**src/rtl/cleared_memory_block_if.sv**
```systemverilog
// Request/response bundle between a memory client (master) and cleared_memory_block (slave).
interface cleared_memory_block_if #(
    parameter int ADDR_WIDTH = 8,
    parameter int DATA_WIDTH = 16
);
    logic                    ready;
    logic                    read_enable;
    logic [ADDR_WIDTH-1:0]   read_address;
    logic                    read_valid;
    logic [DATA_WIDTH-1:0]   data_out;
    logic                    range_error;
    logic                    write_enable;
    logic [ADDR_WIDTH-1:0]   write_address;
    logic [DATA_WIDTH/8-1:0] write_bytes;
    logic [DATA_WIDTH-1:0]   data_in;

    modport master (
        input  ready, read_valid, data_out, range_error,
        output read_enable, read_address, write_enable, write_address, write_bytes, data_in
    );

    modport slave (
        input  read_enable, read_address, write_enable, write_address, write_bytes, data_in,
        output ready, read_valid, data_out, range_error
    );
endinterface

```
**src/rtl/cleared_memory_block.sv**
```systemverilog
// Byte-enable 1R1W RAM that fills itself with CLEAR_VALUE after every reset.
// Latency: read data and read_valid one cycle after the request; writes land on the request edge.
// Backpressure: none once ready=1; requests while ready=0 are dropped silently.
module cleared_memory_block #(
    parameter int                    ADDR_WIDTH  = 8,
    parameter int                    DATA_WIDTH  = 16,
    parameter int                    DEPTH       = 1 << ADDR_WIDTH,
    parameter bit                    BYPASS      = 1'b1,
    parameter logic [DATA_WIDTH-1:0] CLEAR_VALUE = '0
) (
    input  logic                    i_clock,
    input  logic                    i_reset,
    cleared_memory_block_if.slave   io_mem
);
    localparam int NBYTES = DATA_WIDTH / 8;
    localparam int MEM_AW = (DEPTH > 1) ? $clog2(DEPTH) : 1;
    localparam logic [ADDR_WIDTH:0]   DEPTH_L = (ADDR_WIDTH + 1)'(DEPTH);
    localparam logic [ADDR_WIDTH-1:0] LAST_L  = ADDR_WIDTH'(DEPTH - 1);

    typedef enum logic {ST_CLEAR, ST_READY} state_t;

    state_t                  r_state;
    logic [ADDR_WIDTH-1:0]   r_clear_count;
    logic                    r_ready;
    logic                    r_read_valid;
    logic                    r_range_error;
    logic [DATA_WIDTH-1:0]   r_data_out;
    logic [DATA_WIDTH-1:0]   r_mem [0:DEPTH-1];

    logic                    w_rd_acc;
    logic                    w_wr_acc;
    logic                    w_rd_oor;
    logic                    w_wr_oor;
    logic                    w_fwd;
    logic [MEM_AW-1:0]       w_rd_idx;
    logic [MEM_AW-1:0]       w_wr_idx;
    logic [MEM_AW-1:0]       w_clr_idx;
    logic [DATA_WIDTH-1:0]   w_rd_word;

    assign w_rd_acc  = io_mem.read_enable  && (r_state == ST_READY);
    assign w_wr_acc  = io_mem.write_enable && (r_state == ST_READY);
    assign w_rd_oor  = {1'b0, io_mem.read_address}  >= DEPTH_L;
    assign w_wr_oor  = {1'b0, io_mem.write_address} >= DEPTH_L;
    assign w_rd_idx  = io_mem.read_address[MEM_AW-1:0];
    assign w_wr_idx  = io_mem.write_address[MEM_AW-1:0];
    assign w_clr_idx = r_clear_count[MEM_AW-1:0];
    assign w_fwd     = BYPASS && w_wr_acc && !w_wr_oor
                       && (io_mem.write_address == io_mem.read_address);

    // Forwarded word: enabled bytes from the incoming write, the rest from the array.
    always_comb begin
        w_rd_word = r_mem[w_rd_idx];
        for (int i = 0; i < NBYTES; i++) begin
            if (w_fwd && io_mem.write_bytes[i]) begin
                w_rd_word[8*i +: 8] = io_mem.data_in[8*i +: 8];
            end
        end
    end

    // Storage has no reset so it maps onto a RAM macro; reset only blocks writes.
    always_ff @(posedge i_clock) begin
        if (!i_reset) begin
            if (r_state == ST_CLEAR) begin
                r_mem[w_clr_idx] <= CLEAR_VALUE;
            end else if (w_wr_acc && !w_wr_oor) begin
                for (int i = 0; i < NBYTES; i++) begin
                    if (io_mem.write_bytes[i]) begin
                        r_mem[w_wr_idx][8*i +: 8] <= io_mem.data_in[8*i +: 8];
                    end
                end
            end
        end
    end

    always_ff @(posedge i_clock) begin
        if (i_reset) begin
            r_state       <= ST_CLEAR;
            r_clear_count <= '0;
            r_ready       <= 1'b0;
            r_read_valid  <= 1'b0;
            r_range_error <= 1'b0;
            r_data_out    <= '0;
        end else begin
            case (r_state)
                ST_CLEAR: begin
                    r_clear_count <= r_clear_count + 1'b1;
                    r_read_valid  <= 1'b0;
                    r_range_error <= 1'b0;
                    if (r_clear_count == LAST_L) begin
                        r_state <= ST_READY;
                        r_ready <= 1'b1;
                    end
                end
                ST_READY: begin
                    r_read_valid  <= w_rd_acc;
                    r_range_error <= (w_rd_acc && w_rd_oor) || (w_wr_acc && w_wr_oor);
                    if (w_rd_acc) begin
                        r_data_out <= w_rd_oor ? CLEAR_VALUE : w_rd_word;
                    end
                end
                default: begin
                    r_state <= ST_CLEAR;
                end
            endcase
        end
    end

    assign io_mem.ready       = r_ready;
    assign io_mem.read_valid  = r_read_valid;
    assign io_mem.range_error = r_range_error;
    assign io_mem.data_out    = r_data_out;
endmodule

```
**src/flat_wrapper.sv**
```systemverilog
// flat-port wrapper written by rule: the top's interface ports become plain ports
module cleared_memory_block_flat 
#(
    parameter int                    ADDR_WIDTH  = 8,
    parameter int                    DATA_WIDTH  = 16,
    parameter int                    DEPTH       = 1 << ADDR_WIDTH,
    parameter bit                    BYPASS      = 1'b1,
    parameter logic [DATA_WIDTH-1:0] CLEAR_VALUE = '0
)
  (i_clock, i_reset, io_mem_read_enable, io_mem_read_address, io_mem_write_enable, io_mem_write_address, io_mem_write_bytes, io_mem_data_in, io_mem_ready, io_mem_read_valid, io_mem_data_out, io_mem_range_error);
  cleared_memory_block_if #(.ADDR_WIDTH(ADDR_WIDTH), .DATA_WIDTH(DATA_WIDTH)) io_mem_i ();
  input  logic i_clock;
  input  logic i_reset;
  input wire logic [$bits(io_mem_i.read_enable)-1:0] io_mem_read_enable;
  input wire logic [$bits(io_mem_i.read_address)-1:0] io_mem_read_address;
  input wire logic [$bits(io_mem_i.write_enable)-1:0] io_mem_write_enable;
  input wire logic [$bits(io_mem_i.write_address)-1:0] io_mem_write_address;
  input wire logic [$bits(io_mem_i.write_bytes)-1:0] io_mem_write_bytes;
  input wire logic [$bits(io_mem_i.data_in)-1:0] io_mem_data_in;
  output wire logic [$bits(io_mem_i.ready)-1:0] io_mem_ready;
  output wire logic [$bits(io_mem_i.read_valid)-1:0] io_mem_read_valid;
  output wire logic [$bits(io_mem_i.data_out)-1:0] io_mem_data_out;
  output wire logic [$bits(io_mem_i.range_error)-1:0] io_mem_range_error;
  assign io_mem_i.read_enable = io_mem_read_enable;
  assign io_mem_i.read_address = io_mem_read_address;
  assign io_mem_i.write_enable = io_mem_write_enable;
  assign io_mem_i.write_address = io_mem_write_address;
  assign io_mem_i.write_bytes = io_mem_write_bytes;
  assign io_mem_i.data_in = io_mem_data_in;
  assign io_mem_ready = io_mem_i.ready;
  assign io_mem_read_valid = io_mem_i.read_valid;
  assign io_mem_data_out = io_mem_i.data_out;
  assign io_mem_range_error = io_mem_i.range_error;
  cleared_memory_block #(.ADDR_WIDTH(ADDR_WIDTH), .DATA_WIDTH(DATA_WIDTH), .DEPTH(DEPTH), .BYPASS(BYPASS), .CLEAR_VALUE(CLEAR_VALUE)) u_core (.i_clock(i_clock), .i_reset(i_reset), .io_mem(io_mem_i));
endmodule
```
**config.mk**
```make
export PLATFORM = sky130hd
export DESIGN_NAME = cleared_memory_block_flat
export DESIGN_NICKNAME = d
export VERILOG_FILES = /design/src/rtl/cleared_memory_block_if.sv /design/src/rtl/cleared_memory_block.sv /design/src/flat_wrapper.sv
export SDC_FILE = /design/constraint.sdc
export NUM_CORES = 2
export LEC_CHECK = 0
export BUFFER_PORTS_ARGS = -buffer_cell sky130_fd_sc_hd__buf_2
export CAP_MARGIN = 0
export CORE_ASPECT_RATIO = 1.2
export CORE_MARGIN = 1
export CORE_UTILIZATION = 25
export CTS_CLUSTER_DIAMETER = 200
export DETAILED_ROUTE_END_ITERATION = 8
export PLACE_DENSITY = 0.35
export SETUP_SLACK_MARGIN = 0.4
export SYNTH_ARGS = -nofsm -noshare
export SYNTH_HDL_FRONTEND = slang
export SYNTH_SLANG_ARGS = --single-unit
```
**constraint.sdc**
```tcl
create_clock -name i_clock -period 7 [get_ports i_clock]
set_clock_uncertainty 0.2 [all_clocks]
set_input_delay 0 -clock i_clock [delete_from_list [all_inputs] [get_ports i_clock]]
set_output_delay 0 -clock i_clock [all_outputs]
set_load 0.01 [all_outputs]
```
==> impl_metrics.py <==
metrics = {
    "synth": {
        "synthesis.area_um2": 161000,
        "yosys-top-cells-area": "edfxtp_1, mux4_2, mux2i_1, mux4_1, nor2_1",
        "synth_sequential_area_ratio_pct": 76.9,
        "synth_ff_type": "edfxtp_1",
        "synth_edf_count": 4096,
        "ys_ff_latch": 4123,
        "synth_nets": 7449,
        "ys_types": 83,
        "synth_fa_ha_area_share_pct": 0.00779,
        "synth_top_cell_area_share_pct": 76.6,
        "synthXorXnorAreaFrac_pct": 0.0491,
        "synthCells": 7410,
        "synth_warnings": 0,
        "async_flop_share_pct": 0,
        "postSynthAreaPerCell_um2": 21.7,
        "synth_top_family_by_area": "multiplexers",
        "synth_compound_area_share_pct": 2.91,
        "synthMuxAreaShare_pct": 15.7,
        "synth-simple-area-share_pct": 2.38,
        "synth_top_cell_by_area": "edfxtp_1",
    },
    "grt": {
        "overflow": 0,
        "grt_max_degree": 150,
        "grt_antenna_before_repair": 44,
        "grt_pass1_wl_um": 739000,
        "grt_pass1_vias": 82000,
        "grt_usage_pct": 16.5,
    },
    "sta": {
        "rsz0062_at_grt": "no",
        "period_minus_slack_ps": 5610,
        "final_max_slew_viol_count": 0,
        "min_period_over_period_pct": 80.1,
        "max-slew-margin-rel_pct": 11.0,
        "hold_viol_final": 0,
        "tns_ps": 0,
        "setup_violations": 0,
        "max_freq_ghz": 0.178,
        "finalWorstSetupSlack_ps": 1390,
        "worst_slew_pin_slew_ps": 1330,
    },
    "placement": {
        "post-dp-hpwl_um": 342000,
        "dpl_cell_area_um2": 171000,
        "dp_slack_ps": 1660,
        "port-buffer-count": 55,
        "gp_congestion": 0.789,
    },
    "worst_setup_path": {
        "cp_cell_sequence": "nand3b_1 -> nor2_4 -> buf_4 -> mux2i_1 -> buf_4 -> nor2b_1 -> dlygate4sd3_1 -> buf_4 -> nand3_2 -> buf_4 -> nor2_1",
        "cp.arrival_ps": 6060,
        "path_buf_inv": 5,
        "cp-start-kind": "flop",
        "rrSetupSlack_ps": 1390,
        "worst_r2r_endpoint": "u_core.r_mem[43][13]$_DFFE_PP_",
        "cp_common_cell": "buf_4",
        "cp_data_required_time_ps": 7450,
        "critPathKind": "reg -> reg",
        "slowest_stage": "nor2_1",
        "max_stage_delay_ps": 720,
        "critical-path-top-delay-family": "simple AND/OR/NAND/NOR gates",
        "worst_setup_path_end_kind": "flop",
        "worst_r2r_path_depth": 11,
        "r2r-start": "u_core.r_state$_SDFF_PP0_",
        "critPathMaxFanout": 23,
    },
    "clocking": {
        "clock-sinks": 4123,
        "cts_tree": "done",
        "cts_made_buffers": 449,
        "cts_setup_buffers": 0,
        "ctsResizeCount": 0,
        "htreeDepth": 5,
        "clkTransAtPathRegs_ps": 60,
        "root_buffer": "clkbuf_16",
        "clock_latency_ps": 1030,
        "max-clock-path-buffers": 4,
    },
    "power_and_ir_drop": {
        "p_leak_uw": 0.0652,
        "ir_worst_vdd_v": 0.000208,
        "p_total_uw": 52200,
        "power.density_nw_per_um2": 281,
    },
    "finish": {
        "nets": 7809,
        "drive_gt1_share_pct": 24.2,
        "fin_util_pct": 29.1,
        "final_common_cell": "edfxtp_1",
        "syn2layout_area_growth_pct": 16.0,
        "mostFrequentLayoutCells": "edfxtp_1, mux4_2, nor2_1",
        "fin_area_um2": 186000,
    },
    "die": {
        "dieHeight_um": 880,
        "boundaryPins": 57,
        "die_w_um": 734,
        "core_um2": 640000,
        "rows": 322,
        "die_area_um2": 645000,
        "start_util_pct": 25.1,
    },
    "hold_path": {
        "min_path_cells": 4,
        "hp-class": "in -> reg",
        "hp-start": "io_mem_data_in[8]",
        "hold_end": "u_core.r_mem[217][8]$_DFFE_PP_",
    },
    "outcome": {
        "status": "complete, no violations",
    },
    "route": {
        "vias": 78000,
        "wirelength_um": 548000,
        "via_per_inst": 4.70,
        "dr.pass1.iters": 5,
        "wl_per_cell_um": 33.0,
        "initialDrtViolationCount": 7088,
        "antenna_left": 0,
        "drc": 0,
    },
    "job": {
        "cap_violations": 0,
    },
}
## through the flow
stage	hold WS, ps	cells
final	64.7	16600
after global routing	53.5	16600
after CTS	17.9	16600
after detailed placement	235	15700
after global placement	240	15700
after floorplan	-27.5	7410
## report_power, final
part | leakage (uW) | internal [uW] | switching, uW | total (uW)
Clock | 0.00705 | 13600 | 10100 | 23700
Sequential | 0.0459 | 26700 | 6.23 | 26700
Combinational | 0.0122 | 554 | 1190 | 1750
## flip-flops by register name (all words and copies together), names as in the netlist
name	count
u_core.r_state	1
u_core.io_mem.ready	1
u_core.r_mem	4096
u_core.io_mem.data_out	16
u_core.io_mem.read_valid	1
u_core.r_clear_count	8
## repair_timing
action | in CTS | in global routing
hold buffers | 53 | 0
endpoints found under the hold margin | 2841 | 0
endpoints found under the setup margin | 0 | 0
## layer usage
layer	wire length [um]	track usage (%)	vias to the layer above
met1	229000	21.3	43200
met3	22600	2.02	577
met5	25	0	-
li1	-	-	32100
met4	13500	3.80	4
met2	283000	29.6	2127
## cell type report
class	count	area (um^2)
Multi-Input combinational cell	2807	34200
Antenna cell	9	22.5
Inverter	18	136
Clock buffer	557	11800
Fill cell	62200	454000
Timing Repair Buffer	371	3320
Clock inverter	276	2660
Sequential cell	4123	124000
Tap cell	8424	10500
## worst register-to-register path, stage by stage (launching register included)
cell,delay [ps]
dfxtp_1,650
nand3b_1,250
nor2_4,470
buf_4,470
mux2i_1,150
buf_4,170
nor2b_1,90
dlygate4sd3_1,550
buf_4,210
nand3_2,710
buf_4,570
nor2_1,740
## synthesized netlist by cell type, drive strengths merged (18+ instances only)
master  instances
dfxtp          27
or4            25
o22ai          83
nor2          553
mux4          981
buf           277
a211oi         32
nor2b          18
a22oi         216
edfxtp       4096
a221oi         29
mux2i         268
clkbuf        182
nor3           33
nand3          59
nand2          81
o21ai          45
nor4           29
a21oi         141
o221ai         44
## worst max-delay path by stage
stage | startpoint | to | depth (start not counted)
final | u_core.r_state$_SDFF_PP0_ | u_core.r_mem[43][13]$_DFFE_PP_ | 11
after global routing | u_core.r_state$_SDFF_PP0_ | u_core.r_mem[43][9]$_DFFE_PP_ | 11
after CTS | u_core.r_state$_SDFF_PP0_ | u_core.r_mem[43][9]$_DFFE_PP_ | 11
after detailed placement | u_core.r_state$_SDFF_PP0_ | u_core.r_mem[72][7]$_DFFE_PP_ | 8
after global placement | u_core.r_state$_SDFF_PP0_ | u_core.r_mem[75][7]$_DFFE_PP_ | 8
after floorplan | u_core.r_state$_SDFF_PP0_ | u_core.r_mem[0][12]$_DFFE_PP_ | 6
## kinds of logic after synthesis
kind of cell | after synthesis
adder cells (fa/ha/maj) | 1
multiplexers | 1259
other | 1
flip-flops | 4123
AO/OA/AOI/OAI | 673
buffers and inverters | 480
AND/OR/NAND/NOR | 864
XOR/XNOR | 9
Power figures use the tool's default switching activity.
